File: src/rtl/instruction_rom_if.sv
// Fetch-side bus between the PC/fetch stage and the program ROM.
// The master drives the word address, and the slave returns the registered instruction.
interface instruction_rom_if #(
    parameter int ADDR_WIDTH = 8,
    parameter int DATA_WIDTH = 16
);
    logic [ADDR_WIDTH-1:0] Address_Instruction_Bus;
    logic [DATA_WIDTH-1:0] Instruction;

    modport master (
        output Address_Instruction_Bus,
        input  Instruction
    );

    modport slave (
        input  Address_Instruction_Bus,
        output Instruction
    );
endinterface

File: src/rtl/instruction_rom.sv
// Read-only program memory with a fixed lookup table and a single registered read port.
// The output is cleared to NOP_WORD asynchronously while rst is high.
module instruction_rom #(
    parameter int                    ADDR_WIDTH = 8,
    parameter int                    DATA_WIDTH = 16,
    parameter logic [DATA_WIDTH-1:0] NOP_WORD   = '0
) (
    input  logic               clk,
    input  logic               rst,
    instruction_rom_if.slave   bus
);
    localparam int DEPTH = 2 ** ADDR_WIDTH;

    typedef logic [DATA_WIDTH-1:0] rom_t [DEPTH];

    function automatic rom_t build_rom();
        rom_t rom;
        for (int i = 0; i < DEPTH; i++) begin
            rom[i] = NOP_WORD;
        end
        rom[0] = DATA_WIDTH'(16'h0000);
        rom[1] = DATA_WIDTH'(16'h1105);
        rom[2] = DATA_WIDTH'(16'h120A);
        rom[3] = DATA_WIDTH'(16'h2312);
        rom[4] = DATA_WIDTH'(16'h3400);
        rom[5] = DATA_WIDTH'(16'h4501);
        rom[6] = DATA_WIDTH'(16'h5600);
        rom[7] = DATA_WIDTH'(16'hF000);
        return rom;
    endfunction

    localparam rom_t ROM = build_rom();

    logic [DATA_WIDTH-1:0] rom_word;

    // An array index is used instead of a case so that an unknown address reads back as X.
    always_comb begin
        rom_word = ROM[bus.Address_Instruction_Bus];
    end

    always_ff @(posedge clk or posedge rst) begin
        if (rst) begin
            bus.Instruction <= NOP_WORD;
        end else begin
            bus.Instruction <= rom_word;
        end
    end
endmodule

File: src/flat_wrapper.sv
// flat-port wrapper written by rule: the top's interface ports become plain ports
module instruction_rom_flat 
#(
    parameter int                    ADDR_WIDTH = 8,
    parameter int                    DATA_WIDTH = 16,
    parameter logic [DATA_WIDTH-1:0] NOP_WORD   = '0
)
  (clk, rst, bus_Address_Instruction_Bus, bus_Instruction);
  instruction_rom_if #(.ADDR_WIDTH(ADDR_WIDTH), .DATA_WIDTH(DATA_WIDTH)) bus_i ();
  input  logic clk;
  input  logic rst;
  input wire logic [$bits(bus_i.Address_Instruction_Bus)-1:0] bus_Address_Instruction_Bus;
  output wire logic [$bits(bus_i.Instruction)-1:0] bus_Instruction;
  assign bus_i.Address_Instruction_Bus = bus_Address_Instruction_Bus;
  assign bus_Instruction = bus_i.Instruction;
  instruction_rom #(.ADDR_WIDTH(ADDR_WIDTH), .DATA_WIDTH(DATA_WIDTH), .NOP_WORD(NOP_WORD)) u_core (.clk(clk), .rst(rst), .bus(bus_i));
endmodule
File: config.mk
export PLATFORM = sky130hd
export DESIGN_NAME = instruction_rom_flat
export DESIGN_NICKNAME = d
export VERILOG_FILES = /design/src/rtl/instruction_rom_if.sv /design/src/rtl/instruction_rom.sv /design/src/flat_wrapper.sv
export SDC_FILE = /design/constraint.sdc
export NUM_CORES = 1
export LEC_CHECK = 0
export ABC_AREA = 1
export CAP_MARGIN = 15
export CORE_MARGIN = 5
export CORE_UTILIZATION = 30
export DETAILED_ROUTE_END_ITERATION = 10
export HOLD_SLACK_MARGIN = 0.08
export PLACE_DENSITY = 0.63
export SYNTH_ARGS = -nofsm -noshare
export SYNTH_HDL_FRONTEND = slang
export SYNTH_SLANG_ARGS = --single-unit
File: constraint.sdc
create_clock -name clk -period 0.9 [get_ports clk]
set_input_delay 0.27 -clock clk [delete_from_list [all_inputs] [get_ports clk]]
set_output_delay 0.27 -clock clk [all_outputs]
set_load 0.01 [all_outputs]
* Yosys cells after proc, flatten, opt, wreduce, memory -nomap -nowiden
Memories as Yosys holds them, arrays and structs flattened. A register that Yosys moved wholly into a read port is not among the register bits.
Cells that the tools add are included.
** Storage, ports and cells
- Register bits :: 0
- Latch bits :: 0
- Bits in writable memories :: 0
- ROM bits :: 4096
- Bits of input ports :: 10
- Output and inout bits :: 16
- Logic and storage cells :: 2
- Memories kept :: 1
** Cells by class
- $add $sub $neg :: 0
- $mul :: 0
- Div/mod/pow operators :: 0
- $lt $le $gt $ge :: 0
- Equality and inequality tests :: 0
- Shift operators :: 0
- Muxes and demuxes :: 0
- Bitwise gates (word level) :: 1
- Reductions and logical operators :: 0
** Memories
- (name not given) :: words 256, width 16, read ports 1, clocked after memory_dff 1, wr ports 0, line instruction_rom.sv:38 : rom_word = ROM[bus.Address_Instruction_Bus];
** Operators with widths (number)
- $not A8 Y9 :: 1

* Logic depth before layout (Yosys ltp)
- Depth in word-level cells :: 1
- Gate-level depth with buffers :: 6
- Depth with buffers taken out :: 6

* Least setup slack after synthesis
OpenSTA, ideal clock, no wires.
- Path kind :: input -> register
- Start point :: input bus_Address_Instruction_Bus[1]
- End point :: register u_core.bus.Instruction[12]
- Setup time :: 123 ps
- Arrival time :: 801 ps
- Required time :: 777 ps
- Slack :: -24 ps
- Cell stages on the path :: 4
- Buffers on the path :: 0
- Path through :: inv_1 -> ha_1 -> o21ai_0 -> nor2_1
** On the way
- Longest elaborated chain between the ends :: 1
** RTL lines
- start: declaration :: line flat_wrapper.sv:12 : input wire logic [$bits(bus_i.Address_Instruction_Bus)-1:0] bus_Address_Instruction_Bus;
- $not A8 Y9 (implied by the code) :: line instruction_rom.sv:38
- end: declaration :: line instruction_rom_if.sv:17 : output Instruction
Every way passes these cells.

* Worst setup path in the final report
- Start point :: register u_core.bus.Instruction[1]
- End point :: output bus_Instruction[1]
** RTL lines
- end: declaration :: line flat_wrapper.sv:13 : output wire logic [$bits(bus_i.Instruction)-1:0] bus_Instruction;
No word-level cell between the ends.

==> metrics.md <==
| Metric | Value |
|---|---|
| Syn-to-layout area delta | `56.47%` |
| Number of routed nets with antenna violations | `0` |
| Ys Warns | `0` |
| Crit-path max FO | `1` |
| 1st-iter DRT viols | `5` |
| First-pass GRT wire length | `2159 µm` |
| Number of synthesized flops with an enable pin | `0` |
| Final #Nets | `108` |
| Initial antenna violation count | `0` |
| Top delay family on crit path | `flip-flops` |
| Largest net degree at the start of global routing | `13` |
| Total detailed-routing wirelength | `1304 µm` |
| Root Driver | `clkbuf_4` |
| Top cell type's share of synthesized area | `53.57%` |
| Syn Area/Cell | `9.501 µm²` |
| F_max | `949.3 MHz` |
| Multi-input gate area | `277.8 µm²` |
| Buffers on Ports | `21` |
| Crit path buffers/inverters | `1` |
| FF+latch area | `300.3 µm²` |
| Power per cell area | `1302 nW/µm²` |
| Grt ovf | `0` |
| RSZ-0062 raised after global routing | `true` |
| Hold slack | `297.4 ps` |
| Minimum clock period after layout | `1053 ps` |
| Clock sink total | `12` |
| Via count | `470` |
| Top-level I/O count | `26` |
| Worst Setup Start Kind | `flip-flop` |
| Critical Path Max Stage Delay | `380 ps` |
| Lkg Pwr | `0.0005201 µW` |
| Area leader, netlist | `dfrtp_1` |
| Setup violators final | `12` |
| Diode count | `0` |
| Clock buffer depth | `2` |
| Layout cell share with drive strength beyond 1 | `36.26%` |
| Vias in the first global route | `478` |
| Total track usage | `10.71%` |
| HPWL after DPL | `913 µm` |
| FP Rows | `15` |
| DR vias/cell | `4.052` |
| Wire length per cell | `11.24 µm` |
| Starting Density | `32.11%` |
| Hold Violations, Final | `0` |
| Max-Cap Viols | `0` |
| Seq/Total Area, Yosys | `53.57%` |
| Core Region | `1745 µm²` |
| Met2 Track Usage GR | `18.16%` |
| Final WS setup | `-153.4 ps` |
| Busiest grt layer | `met2` |
| GR Util met1 | `12.63%` |
| VDD IR max | `597.9 µV` |
| Critical path data required time | `630 ps` |
| Fin crit share | `117.0%` |
| Most frequent cells after synthesis | `nor2_1 (15), dfrtp_1 (12), nand2_1 (8)` |
| Top flop regs | `u_core.bus.Instruction (12)` |
| Largest cells by area after synthesis | `dfrtp_1 (54%), ha_1 (13%), nor2_1 (10%)` |
| Cell Area, Synth | `560.5 µm²` |
| Gate Count Post-Synth | `59` |
| Remaining DRCs | `0` |
| Asr flop ratio synth | `100.0%` |
| Worst min-delay path class | `input pin to async pin` |
| TritonCTS clock tree | `yes` |
| Die Wd | `53.23 µm` |
| Sequence of cells on the critical path | `buf_2` |
| Outcome | `finished, violations left` |
| GPL Wtd Cong | `0.7989` |
| Drt pass-1 iters | `4` |
| DP Worst Slack | `-576.3 ps` |
| Die H | `53.23 µm` |
| Largest register by flop count | `u_core.bus.Instruction` |
| Critical path depth | `1` |
| Worst-path clk slew | `80 ps` |
| Yosys reg bits | `12` |
| Fin. max-slew vios | `0` |
| Num CTS Buffers | `3` |
| Crit Path Category | `flip-flop to primary output` |
| Failing checks | `setup timing` |
| CP max-delay cell | `dfrtp_1` |
| CTS Hold Buffers Added | `0` |
| # fillers | `177` |
| Total power | `1142 µW` |
| Critical Path End Type | `primary output` |
| Most frequent cell after synthesis | `nor2_1` |
| Critical Path AT | `780 ps` |
| Post-synth cell types | `12` |
| H-tree depth | `1` |
| Max FFs per register | `12` |
| Primary FF master, synth | `dfrtp_1` |
| Sum Neg Setup Slack | `-1573 ps` |
| Core Util, Final | `50.25%` |
| M3 GR Usage | `2.254%` |
| Die area | `2833 µm²` |
[layout by cell type, fill, tap and decap left out, types with 4 or more instances in the layout]
cell type      netlist  routed
nand2_1              8       8
nor2_1              15      13
ha_1                 6       4
dfrtp_1             12      12
conb_1               1       4
buf_2                0      12
dlygate4sd2_1        0       6
inv_1                5       4
[what timing repair did]
action                                  CTS  global route
pin swaps                                 8             2
setup buffers                             0             0
resized for setup                        71             2
cloned                                    1             0
hold endpoints to repair                  0             0
endpoints found under the setup margin   24            18
[final timing paths]
kind                                               to  slack, ps                           start
min in group clk            u_core.bus.Instruction[1]        360  bus_Address_Instruction_Bus[1]
max in group asynchronous  u_core.bus.Instruction[14]        480                             rst
hold / removal              u_core.bus.Instruction[0]        300                             rst
setup / recovery                   bus_Instruction[1]       -150       u_core.bus.Instruction[1]
[metal layers]
metal	share of wire (%)	routed length, µm
met5	0	0
met1	41	536
met2	50	657
met3	8.5	111
met4	0	0
[cell families (layout without fill, tap and decap cells)]
family / count (synthesis) / after routing / share of synthesized area (%)
AOI/OAI and AO/OA: 4 / 4 / 3.572
adders and majority gates: 6 / 6 / 13.39
other: 1 / 4 / 0.6690
buffers and inverters: 10 / 38 / 9.375
DFF: 12 / 12 / 53.57
and+or+nand+nor: 26 / 27 / 19.42
[per-stage QoR]
step | instances | instance area (µm²)
after floorplan | 62 | 571.8
after global placement | 111 | 848.3
after detailed placement | 111 | 848.3
after CTS | 116 | 887.1
after global routing | 116 | 877.1
final | 116 | 877.1
[where the power goes]
part / total (µW) / switching [µW] / internal [µW]
clock network: 420 / 174 / 246
registers: 543 / 0.793 / 542
logic: 179 / 94.1 / 84.8
[final cells by class]
cell class | count | share of cell area, %
Sequential cell | 12 | 34.24
Multi-Input combinational cell | 41 | 31.67
Timing Repair Buffer | 28 | 23.82
Clock buffer | 4 | 4.137
Tap cell | 25 | 3.566
Inverter | 6 | 2.568
(Power assumes the default switching activity.)
